<file path="config.mk">
export PLATFORM = sky130hd
export DESIGN_NAME = cntr_cmd_seq
export DESIGN_NICKNAME = d
export VERILOG_FILES = /design/src/rtl/cntr_pkg.sv /design/src/rtl/cmd_fifo.sv /design/src/rtl/cntr_cmd_seq.sv
export SDC_FILE = /design/constraint.sdc
export NUM_CORES = 1
export LEC_CHECK = 0
export CAP_MARGIN = 25
export CORE_ASPECT_RATIO = 0.6
export CORE_UTILIZATION = 45
export DETAILED_ROUTE_END_ITERATION = 6
export PLACE_DENSITY = 0.67
export SYNTH_ARGS = -nofsm -noshare
export SYNTH_HDL_FRONTEND = slang
export SYNTH_HIERARCHICAL = 1
export SYNTH_SLANG_ARGS = --single-unit
export TNS_END_PERCENT = 30
</file>
<file path="constraint.sdc">
create_clock -name clk -period 7.9 [get_ports clk]
set_clock_uncertainty 0.15 [all_clocks]
set_input_delay 1.58 -clock clk [delete_from_list [all_inputs] [get_ports clk]]
set_output_delay 1.58 -clock clk [all_outputs]
set_load 0.01 [all_outputs]
</file>
<file path="src/rtl/cntr_pkg.sv">
// Shared types for the counter command sequencer: opcodes, the command word
// and the issue FSM states.
package cntr_pkg;

  localparam int CNTR_W = 8;

  typedef enum logic [1:0] {
    OP_NOP       = 2'b00,
    OP_INC       = 2'b01,
    OP_LD        = 2'b10,
    OP_INC_BURST = 2'b11
  } cmd_op_t;

  typedef struct packed {
    cmd_op_t            op;
    logic [CNTR_W-1:0]  data;
  } cmd_t;

  localparam int CMD_W = $bits(cmd_t);

  typedef enum logic {
    S_IDLE  = 1'b0,
    S_BURST = 1'b1
  } seq_state_t;

endpackage

</file>
<file path="src/rtl/cmd_fifo.sv">
// Command FIFO: DEPTH entries (power of two). An overflowing push or an
// underflowing pop is ignored.
module cmd_fifo
  import cntr_pkg::*;
#(
  parameter int DEPTH = 4,
  localparam int AW = $clog2(DEPTH),
  localparam int LW = AW + 1
) (
  input  logic              clk,
  input  logic              rst,
  input  logic              push,
  input  logic              pop,
  input  logic [CMD_W-1:0]  wdata,
  output logic [CMD_W-1:0]  rdata,
  output logic              full,
  output logic              empty,
  output logic [LW-1:0]     level
);

  localparam logic [LW-1:0] FULL_LVL = LW'(DEPTH);

  logic [CMD_W-1:0] mem [DEPTH];
  logic [AW-1:0]    wr_ptr;
  logic [AW-1:0]    rd_ptr;
  logic             do_push;
  logic             do_pop;

  assign full    = (level == FULL_LVL);
  assign empty   = (level == '0);
  assign do_push = push && !full;
  assign do_pop  = pop && !empty;
  assign rdata   = mem[rd_ptr];

  // Pointers wrap naturally because DEPTH is a power of two.
  always_ff @(posedge clk) begin
    if (!rst) begin
      wr_ptr <= '0;
      rd_ptr <= '0;
      level  <= '0;
    end else begin
      if (do_push) wr_ptr <= wr_ptr + 1'b1;
      if (do_pop)  rd_ptr <= rd_ptr + 1'b1;
      case ({do_push, do_pop})
        2'b10:   level <= level + 1'b1;
        2'b01:   level <= level - 1'b1;
        default: level <= level;
      endcase
    end
  end

  always_ff @(posedge clk) begin
    if (do_push) mem[wr_ptr] <= wdata;
  end

endmodule

</file>
<file path="src/rtl/cntr_cmd_seq.sv">
// Command sequencer: queues NOP/INC/LD/INC_BURST commands and issues ld/inc
// strobes to a downstream counter. Define CNTR_CMD_BURST_EN for burst support.
module cntr_cmd_seq
  import cntr_pkg::*;
#(
  parameter int DEPTH = 4,
  localparam int LW = $clog2(DEPTH) + 1
) (
  input  logic               clk,
  input  logic               rst,
  input  logic               cmd_valid,
  output logic               cmd_ready,
  input  logic [1:0]         cmd_op,
  input  logic [CNTR_W-1:0]  cmd_data,
  output logic               ld,
  output logic               inc,
  output logic [CNTR_W-1:0]  data_in,
  output logic               busy,
  output logic [LW-1:0]      fifo_level
);

  logic             full;
  logic             empty;
  logic             push;
  logic             pop;
  logic [CMD_W-1:0] head_raw;
  cmd_t             head;
  cmd_t             wr_cmd;

  assign cmd_ready = !full && rst;
  assign push      = cmd_valid && cmd_ready;
  assign wr_cmd    = '{op: cmd_op_t'(cmd_op), data: cmd_data};
  assign head      = head_raw;

  cmd_fifo #(.DEPTH(DEPTH)) u_fifo (
    .clk   (clk),
    .rst   (rst),
    .push  (push),
    .pop   (pop),
    .wdata (wr_cmd),
    .rdata (head_raw),
    .full  (full),
    .empty (empty),
    .level (fifo_level)
  );

`ifdef CNTR_CMD_BURST_EN
  seq_state_t        state;
  logic [CNTR_W-1:0] burst_cnt;

  assign pop  = (state == S_IDLE) && !empty;
  assign busy = !empty || (state == S_BURST);
`else
  assign pop  = !empty;
  assign busy = !empty;
`endif

  always_ff @(posedge clk) begin
    if (!rst) begin
      ld      <= 1'b0;
      inc     <= 1'b0;
      data_in <= '0;
`ifdef CNTR_CMD_BURST_EN
      state     <= S_IDLE;
      burst_cnt <= '0;
`endif
    end else begin
      ld  <= 1'b0;
      inc <= 1'b0;
`ifdef CNTR_CMD_BURST_EN
      // burst_cnt holds pulses still owed after the current one.
      if (state == S_BURST) begin
        inc       <= 1'b1;
        burst_cnt <= burst_cnt - 1'b1;
        if (burst_cnt == CNTR_W'(1)) state <= S_IDLE;
      end else
`endif
      if (pop) begin
        case (head.op)
          OP_INC: inc <= 1'b1;
          OP_LD: begin
            ld      <= 1'b1;
            data_in <= head.data;
          end
          OP_INC_BURST: begin
`ifdef CNTR_CMD_BURST_EN
            if (head.data != '0) begin
              inc       <= 1'b1;
              burst_cnt <= head.data - 1'b1;
              if (head.data != CNTR_W'(1)) state <= S_BURST;
            end
`else
            inc <= 1'b1;
`endif
          end
          default: ;
        endcase
      end
    end
  end

endmodule
</file>
# Word-level counts from Yosys, hierarchy flattened
# Memories as Yosys holds them, arrays and structs flattened. A register that Yosys moved wholly into a read port is not among the register bits.
# Cells that the tools add are included.
word_totals:
  n_memories: 1
  ramBits: 40
  rom_bits: 0
  word_cells: 36
  latch_bits: 0
  output_inout_bits: 15
  inputBits: 13
  ff_bits: 17
classes:
  div: 0
  n_mux: 7
  bitwise: 2
  eq_ne: 6
  n_reduce_logical: 10
  n_shift: 0
  addsub: 4
  n_mul: 0
  n_lt_le_gt_ge: 0
memory_table:
  columns: ["memory", "depth", "word_bits", "read_ports", "rd_clocked_by_memory_dff", "wr", "line_no", "source"]
  rows:
  - ["u_fifo.mem", 4, 10, 1, 1, 1, "cmd_fifo.sv:23", "logic [CMD_W-1:0] mem [DEPTH];"]
op_table:
  columns: ["op", "count"]
  rows:
  - ["== test 2 bit, second input constant", 3]
  - ["case mux 3 bit (2 select lines)", 1]
  - ["adder 2 x 1 -> 2 bit, second input constant", 2]
  - ["== test 2 x 1 -> 1 bit, second input constant", 2]
  - ["2-to-1 mux 1 bit", 4]
  - ["2-to-1 mux 2 bit", 2]
  - ["OR reduction 2 bit", 2]
  - ["adder 3 x 1 -> 3 bit, second input constant", 1]
  - ["== test 3 bit, second input constant", 1]
  - ["logical AND 1 bit", 3]
  - ["zero test 3 bit", 1]
  - ["subtractor 3 x 1 -> 3 bit, second input constant", 1]
  - ["zero test 1 bit", 2]
  - ["NOT 1 bit", 2]
  - ["AND reduction 2 bit", 1]
  - ["nonzero test 2 bit", 1]

# Depth between registers and ports, before layout
depth:
  depth_word: 7
  depth_mapped: 12
  ltp_nobuf: 11

# Modules after synthesis
# The synthesis kept the hierarchy.
by_module_without_submodules:
  columns: ["mod", "cells_each", "area_each_um2", "instances", "seq_area_each_um2"]
  rows:
  - ["cmd_fifo", 106, 1933.1, 1, 1381.3]
  - ["cntr_cmd_seq", 43, 422.9, 1, 200.2]

# Worst setup path before layout
# No wires, ideal clock.
synth_path:
  path_type: "input to register"
  startpoint: "input port rst"
  endpoint: "register u_fifo.level[2]"
  path_buffers: 2
  arrival_ns: 3.480
  setup_time_ns: 0.070
  cell_stages: 12
  path_slack_ns: 4.200
  required_ns: 7.680
  cell_sequence: "buf_6 > and2b_1 > and2_1 > nor2b_1 > buf_2 > inv_2 > ha_1 > inv_1 > fa_1 > xor2_1 > or3_1 > a21boi_1"
synth_between:
  elab_chain_len: 5
  word_cells_on_any_way: 7
  classes_between: "2 x eq/ne; 1 x mux; 4 x reduce/logical"
synth_lines:
  columns: ["element", "line_no", "source"]
  rows:
  - ["from (decl)", "cntr_cmd_seq.sv:10", "input logic rst,"]
  - ["logical AND 1 bit (*)", "cntr_cmd_seq.sv:30", "assign cmd_ready = !full && rst;"]
  - ["via cmd_ready", "cntr_cmd_seq.sv:12", "output logic cmd_ready,"]
  - ["logical AND 1 bit (*)", "cntr_cmd_seq.sv:31", "assign push = cmd_valid && cmd_ready;"]
  - ["via push", "cntr_cmd_seq.sv:24", "logic push;"]
  - ["logical AND 1 bit (*)", "cmd_fifo.sv:31", "assign do_push = push && !full;"]
  - ["== test 2 x 1 -> 1 bit or == test 2 bit (tied branches)", "cmd_fifo.sv:44", "case ({do_push, do_pop})"]
  - ["case mux 3 bit (2 select lines) or nonzero test 2 bit (tied branches)", null, null]
  - ["to (signal assigned)", "cmd_fifo.sv:45", "2'b10: level <= level + 1'b1;"]
  - ["to (signal assigned)", "cmd_fifo.sv:46", "2'b01: level <= level - 1'b1;"]
  - ["to (signal assigned)", "cmd_fifo.sv:47", "default: level <= level;"]
  - ["to (decl)", "cmd_fifo.sv:18", "output logic [LW-1:0] level"]
# Mark *: on every way through the listed nets, which the timed path passes. The rest lies on a longest branch.
# A chain may end at the register's enable or synchronous reset.

# Worst setup path in the final report
layout_path:
  startpoint: "input port rst"
  endpoint: "output port cmd_ready"
layout_between:
  elab_chain_len: 1
layout_lines:
  columns: ["element", "line_no"]
  rows:
  - ["logical AND 1 bit", "cntr_cmd_seq.sv:30"]
  - ["to (decl)", "cntr_cmd_seq.sv:12"]
# Every way passes these cells.

==> results.yml <==
routing:
  antenna_left: 0
  first_pass_iters: 4
  drc: 0
  avgViaCountPerCell: 5.129
  num_vias: 1272
  drt_iter0_markers: 81
  wirelength_um: 3947
  wl_per_cell_um: 15.92
sta:
  hold_slack_ns: 0.3063
  rsz0062_at_grt: "no"
  tns_ns: 0
  fin_crit_sh: 0.6611
  period_needed_ns: 5.222
  tightest_slew_ns: 0.9694
  timing.fmax_ghz: 0.1915
  hold_viol: 0
  setup_violations: 0
  max-slew-margin-rel: 0.3517
  report.final.slew_viol_count: 0
global_route:
  antenna_found_initial: 0
  grt_max_degree: 30
  grt_overflow: 0
  grt_pass1_wl_um: 6437
  track_usage: 0.1717
  grt_pass1_vias: 1288
placed_design:
  hpwl_um: 2774
  postPlaceCellArea_um2: 2650
  place.gp.congestion: 0.6897
  io_buffers: 27
hold_path:
  min_path_type: "register to register"
clock_network:
  root_buffer: "clkbuf_8"
  cts_setup_buffers: 0
  holdBufCountCts: 0
  clock_latency_ns: 0.33
  cts_buffer_depth: 2
  cts_tree: "done"
  path_clk_slew_ns: 0.07
  numClockSinks: 59
  cts_buffers: 9
  cts_resized: 0
  cts.htree.levels: 3
floorplan:
  initial_core_util: 0.4906
  die_area_um2: 5538
  die_h_um: 58.05
  io-pin-count: 28
  fp-row-count: 19
  dieWidth_um: 95.41
  fp.coreArea_um2: 4802
power:
  p_int_w: 0.0006131
  p_seq_frac: 0.463
  p_sw_w: 0.0002028
  switching_share: 0.2486
  power_frac_clock: 0.348
  combPwrFrac: 0.189
  p_leak_nw: 0.9532
  power_density_nw_per_um2: 285.5
  vdd_drop_max_mv: 0.1419
synth:
  yosysTopAreaCell: "edfxtp_1"
  synthTopCellsByArea: "edfxtp_1, dfxtp_1, mux4_2, mux2i_1, nand2_1"
  syn_avg_cell_area_um2: 15.81
  synth_warnings: 6
  syn-num-nets: 168
  synth.distinct_cells: 27
  postSynthCellCount: 149
  synth_seq_area_share: 0.6713
  syn-cell-area_um2: 2356
  synth_seq_cells: 59
  synth_top_area_frac: 0.5098
worst_setup_path:
  slowest_stage: "clkdlybuf4s50_1"
  endpoint_kind: "output pin"
  cp_cell_sequence: "clkdlybuf4s50_1 > and2b_1 > clkdlybuf4s50_1"
  crit_family: "buffers and inverters"
  cpMostUsedCell: "clkdlybuf4s50_1"
  critical_path_class: "primary input to output pin"
  cp.required_ns: 6.17
  reg2reg_slack_ns: 5.17
  worst_path_largest_cell_delay_ns: 1.11
  crit_buf_inv: 2
  worstPathArrival_ns: 3.49
  worst-path-max-fanout: 29
  start_kind: "primary input"
layout:
  design_area_um2: 2858
  layout.nets: 199
  syn_to_final_growth_pct: 21.30
  seq_area_um2: 1582
  antennaDiodeCount: 0
  num-fill-cells: 372
  drive_above_1_share: 0.1514
  multi_input_area_um2: 693.2
run:
  cap_violations: 0
outcome:
  outcome: "finished clean"
[final timing paths]
path | cells past startpoint | startpoint | end
setup / recovery | 3 | rst | cmd_ready
hold / removal | 2 | data_in[2] | data_in[2]
setup reg to reg | 11 | u_fifo/level[2] | u_fifo/level[2]
hold reg to reg | 2 | data_in[2] | data_in[2]
[state kept, by name, indices dropped and copies added, names as in the netlist, named ones only]
register,cells
u_fifo/rd_ptr,2
inc,1
u_fifo/wr_ptr,2
u_fifo/mem,40
u_fifo/level,3
ld,1
data_in,8
[stage by stage]
stage | total power (W) | cells | setup WS, ns | utilization
global placement | 0.0005320 | 232 | 2.785 | 0.5519
CTS | 0.0008259 | 248 | 2.697 | 0.5951
floorplan | 0.0004809 | 149 | 4.200 | -
detailed placement | 0.0005391 | 232 | 2.708 | 0.5519
finish | 0.0008160 | 248 | 2.678 | 0.5951
global route | 0.0008567 | 248 | 2.565 | 0.5951
[synthesized netlist by cell type]
| master | instances |
|---|---|
| xnor2_1 | 1 |
| buf_4 | 1 |
| nor3b_2 | 2 |
| mux4_2 | 10 |
| and4bb_2 | 1 |
| and3_1 | 1 |
| xor2_1 | 1 |
| buf_2 | 1 |
| dfxtp_1 | 19 |
| nor2b_1 | 2 |
| and2_1 | 7 |
| o21ai_0 | 5 |
| inv_2 | 1 |
| or3_1 | 2 |
| edfxtp_1 | 40 |
| nand4bb_1 | 1 |
| clkbuf_1 | 1 |
| nor3_2 | 1 |
| and2b_1 | 1 |
| fa_1 | 1 |
| ha_1 | 5 |
| clkbuf_2 | 1 |
| buf_6 | 3 |
| nand2_1 | 23 |
| mux2i_1 | 10 |
| inv_1 | 6 |
| a21boi_1 | 2 |
[cells by family after synthesis]
logic type,share of synthesized area
flops,0.6713
simple gates,0.09665
mux,0.1381
buf+inv,0.03451
compound gates,0.01699
fa+ha+maj,0.03505
xor+xnor,0.007436
[cell usage in the layout (no fill, tap or decap), types with 5 or more instances in the layout]
| master | instances |
|---|---|
| and2_1 | 7 |
| clkbuf_8 | 9 |
| clkdlybuf4s50_1 | 27 |
| dfxtp_1 | 19 |
| edfxtp_1 | 40 |
| ha_1 | 5 |
| inv_1 | 6 |
| mux2i_1 | 10 |
| mux4_2 | 10 |
| nand2_1 | 23 |
| o21ai_0 | 5 |
[per-layer routing]
layer  vias up  track usage  share of wire
met2        31       0.2490           0.46
met1       631       0.2279           0.48
li1        602            -              -
met4         0      0.07676          0.015
met5         -            0              0
met3         8      0.07087          0.051
[power groups by stage]
stage	sequential, W	combinational [W]	clock [W]
3_3_place_gp	0.000384	0.000148	0
4_1_cts	0.000379	0.000155	0.000292
2_1_floorplan	0.000378	0.000103	0
3_5_place_dp	0.000386	0.000153	0
6_report	0.000378	0.000154	0.000284
5_1_grt	0.000383	0.000168	0.000305
[worst register-to-register path, cell delays in order, from the launching register on]
cell      delay (ns)
dfxtp_1         0.40
nor3b_2         0.21
and2b_1         0.22
and2_1          0.16
nor2b_1         0.21
inv_2           0.08
ha_1            0.18
inv_1           0.06
fa_1            0.37
xor2_1          0.15
or3_1           0.31
a21boi_1        0.16
[final cells by class]
cell class                 instances  share of cell area
multi-input combinational         76              0.2426
timing repair buffer              27             0.09457
clock inverter                     6             0.02802
clock buffer                      10             0.04466
tap                               63             0.02758
sequential                        59              0.5534
inverter                           7            0.009194
No activity file was read; power rests on OpenSTA's default activity.
==> edit, RTL diff (config.mk and constraints unchanged) <==
Make the reset (`rst`) asynchronous in 2 clocked blocks.
--- a/src/rtl/cmd_fifo.sv
+++ b/src/rtl/cmd_fifo.sv
@@ -33,7 +33,7 @@
   assign rdata   = mem[rd_ptr];
 
   // Pointers wrap naturally because DEPTH is a power of two.
-  always_ff @(posedge clk) begin
+  always_ff @(posedge clk or negedge rst) begin
     if (!rst) begin
       wr_ptr <= '0;
       rd_ptr <= '0;
--- a/src/rtl/cntr_cmd_seq.sv
+++ b/src/rtl/cntr_cmd_seq.sv
@@ -55,7 +55,7 @@
   assign busy = !empty;
 `endif
 
-  always_ff @(posedge clk) begin
+  always_ff @(posedge clk or negedge rst) begin
     if (!rst) begin
       ld      <= 1'b0;
       inc     <= 1'b0;
Behaviour: differs if rst is asserted again (counterexample within 4 cycles, from zero or initial values and one cycle with rst low); with rst held inactive, the same outputs for 10 cycles.
==> edit against the unedited design <==
- via count decreased by 16%
- area after synthesis shrank 3.5%
- critical endpoint unchanged
- global-route usage down 1.0 points
- sequential cell count decreased by 2
- design area shrank 2.8%
- sequential share of layout area up 3.2 points
- critical path type unchanged
- synthesized cell count down 24%
- worst setup slack improved by 450 ps
- wire length decreased by 7.0%
Power is not compared: it rests on default switching activity, and its combinational part moved more than twofold at a synthesized area within 25%.
==> edit: results (changes against the unedited design) <==
- The run finished with clean final reports.
* Share of synthesized registers carrying an async set or reset: 0.298 (+0.298)
* Average detailed-routed wire length per instance: 16.9 um (+6.2%)
- Top cells by count, synth: sky130_fd_sc_hd__edfxtp_1 (40), sky130_fd_sc_hd__dfrtp_1 (17), sky130_fd_sc_hd__mux4_2 (10)
- The number of nets in the layout came to 168 (-16%).
- Worst path arrival time: 3050 ps (-440 ps)
* Share of the yosys chip area belonging to registers: 0.715 (+0.0438)
- The transition time at the pin with the least slew margin came to 771 ps (-198 ps).
- The mux cell area share after synthesis came to 0.150 (+0.0115).
- Post-Synth Adder-Cell Area: 0.0363 (+0.00125)
- DRC marker count from the first detailed-route iteration: 24 (-70%)
* Initial antenna violation count: 0 (unchanged)
- Peak supply drop: 0.166 mV
* Fraction of layout instances using a drive strength above 1: 0.273 (+0.121)
- The min-delay analysis places its worst path in the category reg2reg.
- The maximum fanout count along the critical path was 18 (-38%).
- At the later pin of the worst-skew pair, clock insertion delay measures ~320 ps.
- The clock transition at the registers of the reported paths came to 50 ps (-20 ps).
- Final GP Congestion: 0.698 (+1.2%)
* Count of yosys warnings during synthesis: 6 (unchanged)
- The length of the first detailed-routing pass in iterations came to 4 (unchanged).
- The total of cells resized after clock tree synthesis is 0 (unchanged).
- The number of buffers inserted by post-CTS setup repair is 0 (unchanged).
- The number of H-tree levels is 3 (unchanged).
* Internal power component: 733 uW
- The xor/xnor cell area share of the yosys netlist came to 0.0231 (+0.0157).
- Synth area leaders: sky130_fd_sc_hd__edfxtp_1 (53%), sky130_fd_sc_hd__dfrtp_1 (19%), sky130_fd_sc_hd__mux4_2 (9.9%), sky130_fd_sc_hd__mux2_2 (4.0%), sky130_fd_sc_hd__ha_1 (2.8%)
* Number of enable-type register cells in the synthesized netlist: 40 (unchanged)
- The average cell area after synthesis was 20.1 um2 (+27%).
- Compound-Gate Fraction of Synth Area: 0.00440 (-0.0126)
- Buffers on Ports: 27 (unchanged)
* Wire length of the first global-routing pass: 5870 um (-8.8%)
- GR Util All Layers: 0.162 (-0.0100)
- The maximum buffer depth of the clock tree is 2 (unchanged).
* Average vias per placed instance: 4.95 (-3.5%)
- Largest registers in the final layout: u_fifo/mem x40, data_in x8, u_fifo/level x3
* Total CTS buffers: 9 (unchanged)
- The total vias in the final route came to 1074 (-16%).
- The count of cell types in the netlist is 24 (-11%).
* Maximum number of pins on one net before global-route repair: 19 (-37%)
- Number of antenna cells inserted: 0 (unchanged)
- Mapped Nets: 132 (-21%)
- In this run the clock root is driven by a sky130_fd_sc_hd__clkbuf_8.
* Placed Cells incl. Taps: 201 (-13%)
- The via count of the first global-routing pass came to 1163 (-9.7%).
- The overall overflow remaining after global route came to 0 (unchanged).
- The cell area after placement is 2600 um2 (-1.7%).
- Number of fill cells in the layout: 347 (-6.7%)
- Summed over all cells, the static leakage comes to 0.00101 uW.
-- edit: final cells by class --
cell class | instances | area [um2] | share of cell area
Clock inverter | 2 | 12.5 | 0.00450
Clock buffer | 14 | 163 | 0.0585
Tap cell | 63 | 78.8 | 0.0284
Inverter | 7 | 26.3 | 0.00946
Multi-Input combinational cell | 46 | 594 | 0.214
Sequential cell | 57 | 1630 | 0.585
Timing Repair Buffer | 28 | 278 | 0.100
-- edit: cells by family after synthesis --
family          count (synthesis)
xor+xnor                        6
fa+ha+maj                       6
buf+inv                        10
compound gates                  1
mux                            20
simple gates                   13
flops                          57
-- edit: path summary, 6_finish.rpt --
path / start / endpoint / slack [ps] / cells past startpoint
max: rst / cmd_ready / 3120 / 4
min: data_in[6] / data_in[6] / 360 / 1
min in group asynchronous: rst / data_in[0] / 1440 / 2
min reg2reg: data_in[6] / data_in[6] / 360 / 1
max reg2reg: u_fifo/rd_ptr[0] / data_in[0] / 5080 / 3
max in group asynchronous: rst / data_in[4] / 5940 / 2
-- edit: worst max-delay path: stages --
cell                              delay [ps]
sky130_fd_sc_hd__clkdlybuf4s50_1         460
sky130_fd_sc_hd__buf_4                   260
sky130_fd_sc_hd__nor2b_1                 200
sky130_fd_sc_hd__clkdlybuf4s50_1         550
-- edit: through the flow --
stage	hold WS (ps)	total power, uW	worst slack, ps	utilization
detailed placement	356	820	3120	0.553
finish	359	1040	3120	0.590
CTS	366	1050	3100	0.590
floorplan	385	692	4370	-
global route	383	1100	3010	0.590
global placement	338	805	3140	0.553
-- edit: power groups by stage --
stage	combinational (uW)	sequential, uW	clock [uW]
after floorplan	242	450	0
after global placement	339	465	0
after detailed placement	350	470	0
after CTS	350	465	238
after global routing	379	472	248
final	345	462	230
-- edit: per-layer routing --
metal  GRT usage  part of all wire  up-vias
li1            -                 -      498
met1       0.221              0.47      542
met2       0.235              0.46       28
met3      0.0627             0.058        6
met4      0.0659             0.011        0
met5           0                 0        -
